### config.mk
export PLATFORM = sky130hd
export DESIGN_NAME = io_input_conditioner
export DESIGN_NICKNAME = d
export VERILOG_FILES = /design/src/rtl/io_input_conditioner.sv
export SDC_FILE = /design/constraint.sdc
export NUM_CORES = 1
export LEC_CHECK = 0
export BUFFER_PORTS_ARGS = -buffer_cell sky130_fd_sc_hd__buf_2
export CORE_MARGIN = 5
export CORE_UTILIZATION = 50
export DETAILED_ROUTE_END_ITERATION = 16
export HOLD_SLACK_MARGIN = 0.08
export MAX_ROUTING_LAYER = met4
export PLACE_DENSITY_LB_ADDON = 0.3
export SLEW_MARGIN = 20
export SYNTH_ARGS = -nofsm -noshare
export SYNTH_HDL_FRONTEND = slang
export SYNTH_SLANG_ARGS = --single-unit
### constraint.sdc
create_clock -name i_clk -period 1.6 [get_ports i_clk]
set_input_delay 0.16 -clock i_clk [delete_from_list [all_inputs] [get_ports i_clk]]
set_output_delay 0.16 -clock i_clk [all_outputs]
set_load 0.02 [all_outputs]
### src/rtl/io_input_conditioner.sv
// -----------------------------------------------------------------------------
// io_input_conditioner
//
// Conditions raw board inputs for the LSU input buffer.
//   * 32 switches: plain 2-flop synchronizer, no debounce.
//   * 4 buttons:   optional inversion (so pressed reads as 1), 2-flop
//                  synchronizer, per-button debounce counter, rising-edge
//                  (press) detection, sticky press-event bits and a single
//                  one-cycle acknowledge strobe for any accepted press.
//
// Parameters
//   DB_CYCLES      consecutive mismatching synchronized samples needed to
//                  accept a new button level (legal: 2 .. 2**DB_CNT_W - 1)
//   DB_CNT_W       width of each debounce counter
//   BTN_ACTIVE_LOW 1: raw buttons are inverted before synchronization
//
// Ports
//   i_clk         clock, all state updates on the rising edge
//   i_rst_n       asynchronous active-low reset
//   i_io_sw_raw   [31:0] raw switch pins (asynchronous)
//   i_io_btn_raw  [3:0]  raw button pins (asynchronous)
//   i_evt_clr     clears all sticky press events (a same-edge press wins)
//   o_io_sw       [31:0] synchronized switch levels
//   o_io_btn      [3:0]  debounced button levels, 1 = pressed
//   o_btn_evt     [3:0]  sticky press-event bits
//   o_ack         one-cycle pulse on any accepted press
// -----------------------------------------------------------------------------
module io_input_conditioner #(
  parameter int DB_CYCLES      = 50000,
  parameter int DB_CNT_W       = 16,
  parameter bit BTN_ACTIVE_LOW = 1'b1
) (
  input  logic        i_clk,
  input  logic        i_rst_n,
  input  logic [31:0] i_io_sw_raw,
  input  logic [3:0]  i_io_btn_raw,
  input  logic        i_evt_clr,
  output logic [31:0] o_io_sw,
  output logic [3:0]  o_io_btn,
  output logic [3:0]  o_btn_evt,
  output logic        o_ack
);

  localparam int NUM_BTN = 4;

  // Terminal count: the counter never goes past this value, so it cannot wrap.
  localparam logic [DB_CNT_W-1:0] DB_LAST = DB_CNT_W'(DB_CYCLES - 1);
  localparam logic [DB_CNT_W-1:0] CNT_ONE = DB_CNT_W'(1);

  // Synchronizers
  logic [31:0] sw_ff1, sw_ff2;
  logic [3:0]  btn_in;            // polarity-corrected raw buttons
  logic [3:0]  btn_ff1, btn_ff2;  // btn_ff2 is the synchronized level 's'

  // Debouncer state and next-state
  logic [3:0]          stable, stable_nxt;
  logic [DB_CNT_W-1:0] cnt     [NUM_BTN];
  logic [DB_CNT_W-1:0] cnt_nxt [NUM_BTN];
  logic [3:0]          press;     // stable rises on this edge

  // Sticky events and strobe
  logic [3:0] btn_evt;
  logic       ack;

  assign btn_in = BTN_ACTIVE_LOW ? ~i_io_btn_raw : i_io_btn_raw;

  // ---------------------------------------------------------------------------
  // Two-flop synchronizers for switches and buttons.
  // ---------------------------------------------------------------------------
  // NOTE: clocked state uses non-blocking assignments so every flop samples
  // pre-edge values; blocking here would collapse the two stages into one.
  always_ff @(posedge i_clk or negedge i_rst_n) begin
    if (!i_rst_n) begin
      sw_ff1  <= '0;
      sw_ff2  <= '0;
      btn_ff1 <= '0;
      btn_ff2 <= '0;
    end else begin
      sw_ff1  <= i_io_sw_raw;
      sw_ff2  <= sw_ff1;
      btn_ff1 <= btn_in;
      btn_ff2 <= btn_ff1;
    end
  end

  // ---------------------------------------------------------------------------
  // Debounce next-state. Any sample matching the accepted level restarts the
  // count; DB_CYCLES consecutive mismatches accept the new level.
  // ---------------------------------------------------------------------------
  // NOTE: every output of this block gets a default before any branch, so no
  // path leaves a value unassigned and no latch is inferred.
  always_comb begin
    stable_nxt = stable;
    for (int i = 0; i < NUM_BTN; i++) begin
      cnt_nxt[i] = '0;
      if (btn_ff2[i] == stable[i]) begin
        cnt_nxt[i] = '0;
      end else if (cnt[i] == DB_LAST) begin
        stable_nxt[i] = btn_ff2[i];
        cnt_nxt[i]    = '0;
      end else begin
        cnt_nxt[i] = cnt[i] + CNT_ONE;
      end
    end
    press = stable_nxt & ~stable;
  end

  // ---------------------------------------------------------------------------
  // Debounce state, sticky events and the registered acknowledge strobe.
  // ---------------------------------------------------------------------------
  // NOTE: the counter array is only four entries of control state, so it is
  // reset explicitly; a reset mid-debounce must discard any partial count.
  always_ff @(posedge i_clk or negedge i_rst_n) begin
    if (!i_rst_n) begin
      stable  <= '0;
      btn_evt <= '0;
      ack     <= 1'b0;
      for (int i = 0; i < NUM_BTN; i++) begin
        cnt[i] <= '0;
      end
    end else begin
      stable <= stable_nxt;
      for (int i = 0; i < NUM_BTN; i++) begin
        cnt[i] <= cnt_nxt[i];
      end
      // Set has priority over clear so a press coinciding with a clear is kept.
      btn_evt <= (btn_evt & ~{NUM_BTN{i_evt_clr}}) | press;
      // Several simultaneous presses still give a single pulse.
      ack     <= |press;
    end
  end

  assign o_io_sw   = sw_ff2;
  assign o_io_btn  = stable;
  assign o_btn_evt = btn_evt;
  assign o_ack     = ack;

endmodule

==> results of run 1 <==
-- state kept, by name (all words and copies together) (netlist names) --
signal	count
o_io_btn	4
btn_ff1	4
sw_ff1	32
cnt	64
o_ack	1
btn_ff2	4
o_btn_evt	4
o_io_sw	32
-- layout make-up --
class / instances / area [sq um] / area share
flip-flops and latches: 145 / 3635 / 0.4813
multi-input cells: 260 / 1765 / 0.2338
repair buffers: 185 / 1336 / 0.1769
clock buffers: 19 / 431.7 / 0.05716
well taps: 136 / 170.2 / 0.02253
clock inverters: 13 / 146.4 / 0.01938
inverters: 18 / 67.56 / 0.008946
-- where the power goes --
part | switching [mW] | leakage [nW] | internal [mW]
Combinational | 0.243 | 1.28 | 0.204
Sequential | 0.0677 | 1.84 | 3.78
Clock | 1.69 | 0.274 | 2.17
Total | 2.00 | 3.39 | 6.15
-- cells in the final DEF, fill, tap and decap left out, types with 4 or more instances in the layout --
cell type and n:
nand3_1 16, buf_4 61, nand2b_1 4, mux2_2 4, dfrtp_1 140, nor3_1 9
dlygate4sd3_1 38, o22ai_1 6, nor2_1 63, xnor2_1 42, dfrtp_2 5, nor4bb_1 5
clkbuf_16 16, nor4_1 16, inv_1 17, and3_1 5, nand2_1 17, nand4_1 18
buf_2 78, xor2_1 14, buf_6 6
-- per-layer routing --
metal,share of wire,global-route usage,up-vias
met5,0,-,-
met4,0.025,0.09696,0
met3,0.069,0.07109,31
met2,0.48,0.3404,171
met1,0.43,0.2714,1990
li1,-,-,1864
-- final timing paths --
| path | from | end | slack (ps) | depth (start not counted) |
|---|---|---|---|---|
| worst max-delay path | cnt[56] | o_ack | 2 | 6 |
| worst min-delay path | i_rst_n | cnt[13] | 100 | 2 |
| worst max register to register | cnt[56] | o_ack | 2 | 6 |
| worst min register to register | btn_ff1[3] | btn_ff2[3] | 350 | 0 |
| max in group asynchronous | i_rst_n | cnt[16] | 870 | 3 |
| min in group i_clk | i_io_sw_raw[12] | sw_ff1[12] | 270 | 2 |
-- kinds of logic (layout without fill, tap and decap cells) --
group	count (synthesis)	count (layout)	synth area share
simple gates	183	183	0.1812
xor+xnor	56	56	0.09165
mux	4	4	0.008417
buf+inv	24	235	0.01730
compound gates	13	13	0.01403
fa+ha+maj	4	4	0.009353
flops	145	145	0.6780
-- what timing repair did --
| item | CTS | global route |
|---|---|---|
| endpoints found under the setup margin | 36 | 66 |
| hold buffers | 38 | 0 |
| cloned | 0 | 1 |
| hold endpoints to repair | 185 | 0 |
| pin swaps | 8 | 13 |
| setup buffers | 7 | 10 |
| gates resized for setup | 4 | 34 |
-- worst register-to-register path, delay by kind of cell (launching register included) --
| family | cells | cell delay, ps |
|---|---|---|
| AO/OA/AOI/OAI | 1 | 120 |
| AND/OR/NAND/NOR | 3 | 690 |
| buffers and inverters | 2 | 360 |
| flip-flops | 1 | 370 |
==> reports/qor.txt, run 1 <==
Status - completed
Part of the cycle the worst path needs - 0.9987
Global-route wire length before repair - 21.53 mm
Worst hold-check path type - in -> async
Crit path arrival time - 2070 ps
Pleak - 3.394 nW
DRT antenna net count - 0
Placement Cell Area - 6299 sq um
Number of enable flip-flop cells after synthesis - 0
CP top delay family - simple AND/OR/NAND/NOR gates
Port Buffer Count - 79
DP Worst Slack - -31.41 ps
Syn Nets - 472
F_max - 0.6258 GHz
Worst vdd ir - 1.300 mV
Crit path kind - reg -> reg
Setup WS post-layout - 2.123 ps
Count leader, synth - dfrtp_1
Synthesized area - 5351 sq um
Fin util - 0.7283
Fill count - 655
Core footprint - 10370 sq um
CP Capture Type - flop
CP peak stage delay - 370 ps
Commonest cells in the netlist - dfrtp_1 (145), nor2_1 (63), xnor2_1 (42), nand2_1 (19)
Gpl congestion - 0.9039
Synth area leaders - dfrtp_1 (68%), xnor2_1 (6.9%), nor2_1 (4.4%), xor2_1 (2.3%), nand4_1 (2.1%)
H-tree levels - 4
CTS Buf Count - 17
Max FO, Critical Path - 3
Total wire length - 13.22 mm
WP buf/inv - 2
Die width - 113.5 microns
Layout cells sized above 1 - 0.3344
Dominant cell type by area after synthesis - dfrtp_1
Synth cell types - 31
Pin count of the biggest net entering global routing - 48
CTS tree - done
Ys async rst share - 1.000
NumNets Final - 670
Via count - 4056
Worst-margin pin slew - 416.1 ps
Final setup vio count - 0
DP Wirelength - 7.343 mm
Headroom to the max-slew limit - 0.7201
Root Driver - clkbuf_8
Final Cell Area - 7552 sq um
Number of clock sinks - 145
First drt pass iteration count - 5
PwrDens - 1080 nW/um^2
Die height - 113.5 microns
Synth Flop Type - dfrtp_1
Post-layout min period - 1598 ps
Mapped Cells - 429
Non-Filler Instances - 776
Ant. Diodes - 0
Worst hold slack - 97.93 ps
Row cnt - 37
Skew final - 10.19 ps
I/O pins - 80
Yosys top cell area share - 0.6780
Gr usage total - 0.2217
Total negative slack - 0 ps
Initial Util - 0.5160
DRC violations left - 0
Cell repeated most along the worst path - buf_4
CP Data Required Time - 2070 ps
RSZ-0062 raised after global routing - yes
Pwr Total - 8.157 mW
Synth warn - 0
Area Growth Syn to Fin - 41.13%
DRT iter0 DRCs - 290
Sequential area share after synthesis - 0.6780
Final Hold Vio Count - 0
Max_cap viols - 0
Flops & latches, synth - 145
Vias in the first global route - 4348
Clock Latency Late Sink - 530 ps
Dpl cells - 688
Gr ovfl total - 0
Vias per cell - 5.227
Clock-pin slew on the worst setup and hold paths - 70 ps
WL per Instance - 17.04 microns
CP max stage cell - dfrtp_1
Worst path cell trace - buf_4, nor4bb_1, nand4b_1, buf_4, o22ai_1, or2_2
Mean Syn Cell Area - 12.47 sq um
Clk buf depth - 2
Initial antenna violation count - 0
Die footprint - 12870 sq um
Crit start category - flop
Slew Limit Fails - 0
No activity file was read; power rests on OpenSTA's default activity.
==> run 2, diff against run 1 <==
--- a/config.mk
+++ b/config.mk
@@ -12,6 +12,7 @@
 export HOLD_SLACK_MARGIN = 0.08
 export MAX_ROUTING_LAYER = met4
 export PLACE_DENSITY_LB_ADDON = 0.3
+export RECOVER_POWER = 50
 export SLEW_MARGIN = 20
 export SYNTH_ARGS = -nofsm -noshare
 export SYNTH_HDL_FRONTEND = slang
==> run 2 against run 1 <==
- sequential power about the same
- the run now ends with negative setup slack left
- critical endpoint unchanged
- via count shrank 0.57%
- design area is 0.22% lower
- die area stayed put
- largest power group unchanged
- critical path type unchanged
- utilization down 0.16 points
- cell count unchanged
==> reports/qor.txt, run 2 (synthesized netlist as in run 1, its figures left out) <==
Worst hold-check path type - in -> reg
Total wire length - 13.21 mm
Root Driver - clkbuf_8
Post-layout min period - 1604 ps
First drt pass iteration count - 5
Worst-margin pin slew - 947.1 ps
CP top delay family - simple AND/OR/NAND/NOR gates
Reg-to-reg startpoint - cnt[56]
DP Wirelength - 7.343 mm
Ant. Diodes - 0
Met2 Use GR - 0.3404
Row cnt - 37
DRC violations left - 0
Number of clock sinks - 145
Setup WS post-layout - -3.669 ps
Worst vdd ir - 1.299 mV
Clock-pin slew on the worst setup and hold paths - 70 ps
CP peak stage delay - 370 ps
Pleak - 3.386 nW
NumNets Final - 670
Fin util - 0.7267
Global-route wire length before repair - 21.53 mm
DP Worst Slack - -31.41 ps
Gpl congestion - 0.9039
Final Cell Area - 7536 sq um
Status - finished with violations
I/O pins - 80
Failing checks - negative setup slack
Placement Cell Area - 6299 sq um
PwrDens - 1083 nW/um^2
Grt met3 use - 0.07109
Initial antenna violation count - 0
Skew final - 10.25 ps
Worst Hold Launch - i_io_sw_raw[12]
Area Growth Syn to Fin - 40.82%
Global route hottest layer - met2
DRT iter0 DRCs - 290
Commonest non-fill, non-tap cell in the layout - dfrtp_1
Slew Limit Fails - 0
CTS Buf Count - 17
Initial Util - 0.5160
CTS tree - done
Vias in the first global route - 4348
Worst path cell trace - buf_4, nor4bb_1, nand4b_1, buf_4, o22ai_1, or2_2
Max_cap viols - 0
WL per Instance - 17.02 microns
Die width - 113.5 microns
Crit path kind - reg -> reg
Layout cells sized above 1 - 0.3328
WP buf/inv - 2
CP Capture Type - flop
H-tree levels - 4
Crit start category - flop
Worst reg2reg path depth - 6
DRT antenna net count - 0
Headroom to the max-slew limit - 0.3686
Final setup vio count - 1
Via count - 4033
Largest reg by FF count - cnt
F_max - 0.6236 GHz
Clock Latency Late Sink - 530 ps
FF-to-FF setup slack - -4 ps
Clk buf depth - 2
Port Buffer Count - 79
Crit path arrival time - 2080 ps
Cell repeated most along the worst path - buf_4
Die height - 113.5 microns
Total negative slack - -3.669 ps
Pin count of the biggest net entering global routing - 48
Core footprint - 10370 sq um
Pwr Total - 8.159 mW
Non-Filler Instances - 776
CP max stage cell - dfrtp_1
RSZ-0062 raised after global routing - yes
Worst hold slack - 262.2 ps
Die footprint - 12870 sq um
Gr usage total - 0.2217
Worst Hold Path EP - sw_ff1[12]
Vias per cell - 5.197
Part of the cycle the worst path needs - 1.002
Gr ovfl total - 0
Crit Reg-Reg Endpoint - o_ack
Max FFs per register - 64
Most frequent cells in the layout - dfrtp_1 (140), buf_2 (76), nor2_1 (63)
CP Data Required Time - 2080 ps
Final Hold Vio Count - 0
Max FO, Critical Path - 3
Dpl cells - 688
Grt met1 use - 0.2714
Hold Path Cell Cnt - 2
Fill count - 661
## run 2: changes by cell type in the layout (fill, tap and decap cells not counted)
cell / change
buf_2: -2
clkbuf_1: +1
clkbuf_2: +2
buf_12: -1
## run 2: metal layers
metal / share of wire / up-vias
li1: - / 1862
met1: 0.42 / 1974
met2: 0.48 / 169
met3: 0.072 / 28
met4: 0.025 / 0
met5: 0 / -
## run 2: layout make-up
type,count,area [sq um],share of cell area
clock buffers,19,431.7,0.05728
clock inverters,13,146.4,0.01943
inverters,18,67.56,0.008966
multi-input cells,260,1765,0.2343
flip-flops and latches,145,3635,0.4823
well taps,136,170.2,0.02258
repair buffers,185,1320,0.1752
## run 2: how the worst max path moves through the flow
stage                 start  endpoint  slack (ps)  cells past startpoint
finish              cnt[56]     o_ack          -4                      6
global route        cnt[13]     o_ack         -60                      5
CTS                 cnt[36]   cnt[46]           2                      5
detailed placement   cnt[8]   cnt[15]         -30                      4
global placement    cnt[48]   cnt[59]          10                      6
floorplan            cnt[7]   cnt[15]           6                      4
## run 2: timing repair
action	in CTS	in global routing
hold buffers	38	0
resized for setup	4	34
buffers inserted	7	10
endpoints found under the hold margin	185	0
setup endpoints to repair	36	66
gates cloned	0	1
pin swaps	8	13
## run 2: worst register-to-register path: stages (launching register included)
cell      delay (ps)
dfrtp_1          370
buf_4            140
nor4bb_1         330
nand4b_1         240
buf_4            220
o22ai_1          120
or2_2            120
## run 2: where the power goes
group	leakage (nW)	switching [mW]	internal [mW]	total [mW]
combinational	1.27	0.242	0.199	0.442
sequential	1.84	0.0677	3.78	3.85
clock	0.274	1.70	2.17	3.87
total	3.39	2.01	6.15	8.16
==> run 3, diff against run 2 <==
--- a/config.mk
+++ b/config.mk
@@ -5,6 +5,7 @@
 export SDC_FILE = /design/constraint.sdc
 export NUM_CORES = 1
 export LEC_CHECK = 0
+export ABC_AREA = 1
 export BUFFER_PORTS_ARGS = -buffer_cell sky130_fd_sc_hd__buf_2
 export CORE_MARGIN = 5
 export CORE_UTILIZATION = 50
==> run 3 against run 2 <==
- the flow now finishes without violations
- worst hold slack better by 85 ps
- highest routed layer unchanged
- combinational power shrank 8.6%
- sequential power about the same
- worst setup slack better by 140 ps
- largest power group unchanged
- largest cell class unchanged
==> reports/qor.txt, run 3 <==
Status - completed
Pleak - 3.398 nW
NumNets Final - 792
Ys async rst share - 1.000
First drt pass iteration count - 4
Worst path cell trace - ha_2, nand3_2, nor2_1, nand2_1, nand2_2, nor3_1
Max_cap viols - 0
Commonest cells in the netlist - dfrtp_1 (145), nor2_1 (120), nand2_1 (108), inv_1 (80), nand3_1 (27)
Most frequent cells in the layout - dfrtp_1 (145), nor2_1 (120), nand2_1 (108)
Initial antenna violation count - 0
Worst Hold Path EP - btn_ff2[0]
CP peak stage delay - 400 ps
Crit path kind - reg -> reg
Power share of the clock group - 0.482
DRT antenna net count - 0
Core footprint - 11420 sq um
Hold Path Cell Cnt - 0
Dominant cell type by area after synthesis - dfrtp_1
Worst hold-check path type - reg -> reg
Synth Flop Type - dfrtp_1
Register Area - 3628 sq um
Synthesized area - 5811 sq um
Int Power - 6.283 mW
H-tree levels - 4
Gr usage total - 0.1947
Total negative slack - 0 ps
Row cnt - 39
Max FFs per register - 64
Mapped Cells - 608
Vias per cell - 4.830
Gpl congestion - 0.9009
Synth cell types - 29
Clk buf depth - 2
Yosys top cell area share - 0.6245
Headroom to the max-slew limit - 0.3525
Reg power frac - 0.469
Root Driver - clkbuf_16
Post-layout min period - 1460 ps
Synth area leaders - dfrtp_1 (62%), nor2_1 (7.8%), nand2_1 (7.0%), inv_1 (5.2%), nand3_1 (2.3%)
Pin count of the biggest net entering global routing - 52
Global-route wire length before repair - 21.16 mm
Fin util - 0.6498
Total wire length - 12.24 mm
CTS Buf Count - 17
Area Growth Syn to Fin - 27.69%
Slew Limit Fails - 0
CP Data Required Time - 1890 ps
Worst hold slack - 346.7 ps
Gr ovfl total - 0
CP max stage cell - dfrtp_1
PwrDens - 1102 nW/um^2
RSZ-0062 raised after global routing - no
Crit start category - flop
DP Wirelength - 8.257 mm
DRT iter0 DRCs - 277
WL per Instance - 13.52 microns
Commonest non-fill, non-tap cell in the layout - dfrtp_1
Worst Hold Launch - btn_ff1[0]
Clock Latency Late Sink - 420 ps
Crit path arrival time - 1750 ps
Setup WS post-layout - 140.0 ps
DP Worst Slack - 126.1 ps
Sw frac - 0.2316
Layout cells sized above 1 - 0.1916
I/O pins - 80
Sequential area share after synthesis - 0.6245
Max FO, Critical Path - 7
CP Capture Type - flop
Worst vdd ir - 1.150 mV
Die height - 117.8 microns
Vias in the first global route - 4562
CTS tree - done
Number of clock sinks - 145
Die width - 117.8 microns
Flops & latches, synth - 145
Combinational power share - 0.049
Final Hold Vio Count - 0
Syn Nets - 651
F_max - 0.6849 GHz
Ant. Diodes - 0
Setup Fix Bufs, Post-CTS - 0
Count leader, synth - dfrtp_1
Fill count - 883
Clock-pin slew on the worst setup and hold paths - 60 ps
Via count - 4371
Multi-input gate area - 1877 sq um
Initial Util - 0.5089
Synth warn - 0
Reg-to-reg startpoint - cnt[32]
Mean Syn Cell Area - 9.557 sq um
FF-to-FF setup slack - 140 ps
Final setup vio count - 0
Number of enable flip-flop cells after synthesis - 0
Worst reg2reg path depth - 6
Largest reg by FF count - cnt
Crit Reg-Reg Endpoint - cnt[40]
Switching power - 1.894 mW
Worst-margin pin slew - 971.2 ps
Die footprint - 13880 sq um
DRC violations left - 0
Part of the cycle the worst path needs - 0.9125
Port Buffer Count - 79
Skew final - 7.306 ps
-- run 3: cell count changes after synthesis, sizes merged, moves of 6 or more --
cell,previous run,this run
a21oi,4,13
and3,7,0
inv,18,81
nand2,19,114
nand3,20,32
nor2,63,127
nor3,9,31
nor4,17,3
nor4bb,8,0
o21ai,2,10
o22ai,6,0
xnor2,42,8
-- run 3: how the worst max path moves through the flow --
stage                     slack [ps]  cells after the start  startpoint       to
after floorplan                  300                      6     cnt[32]  cnt[40]
after global placement           190                      7     cnt[32]    o_ack
after detailed placement         130                      6     cnt[32]  cnt[40]
after CTS                        120                      6     cnt[32]  cnt[40]
after global routing              10                      6     cnt[48]  cnt[62]
final                            140                      6     cnt[32]  cnt[40]
-- run 3: cells by family after synthesis --
group                      synth area share
and+or+nand+nor                      0.2543
xor gates and xnor gates            0.03316
AOI/OAI and AO/OA                   0.02649
DFF                                  0.6245
adders and majority gates          0.008614
buffers and inverters               0.05297
-- run 3: critical path, delay by kind of cell, from the launching register on --
| kind | cells | cell delay, ps |
|---|---|---|
| DFF | 1 | 400 |
| adders and majority gates | 1 | 230 |
| and+or+nand+nor | 5 | 710 |
-- run 3: cell type report --
type                       instances  share of cell area
multi-input combinational        381              0.2530
inverter                          82             0.04148
clock inverter                    12             0.01838
sequential                       145              0.4890
timing repair buffer             122              0.1111
clock buffer                      20             0.06290
tap                              143             0.02411
-- run 3: power groups by stage --
stage / combinational (mW) / sequential [mW] / clock [mW]
final: 0.404 / 3.84 / 3.94
after floorplan: 0.0821 / 3.95 / 0
after CTS: 0.415 / 3.83 / 4.02
after global routing: 0.458 / 3.85 / 4.21
after detailed placement: 0.343 / 3.90 / 0
after global placement: 0.334 / 3.89 / 0
-- run 3: stage by stage --
stage	std cells	area (sq um)	power (mW)
2_1_floorplan	608	5811	4.028
3_3_place_gp	835	6454	4.228
3_5_place_dp	835	6454	4.243
4_1_cts	905	7437	8.270
5_1_grt	905	7420	8.519
6_report	905	7420	8.177
-- run 3: routing by layer --
metal | vias to the layer above | track usage | share of wire
met1 | 2036 | 0.2345 | 0.43
met5 | - | - | 0
met3 | 16 | 0.06968 | 0.074
li1 | 2190 | - | -
met4 | 0 | 0.07599 | 0.015
met2 | 129 | 0.3013 | 0.48
-- run 3: what timing repair did --
item / in CTS / in global routing
hold buffers: 38 / 0
endpoints found under the hold margin: 185 / 0
setup endpoints to repair: 0 / 3
gates resized for setup: 0 / 1
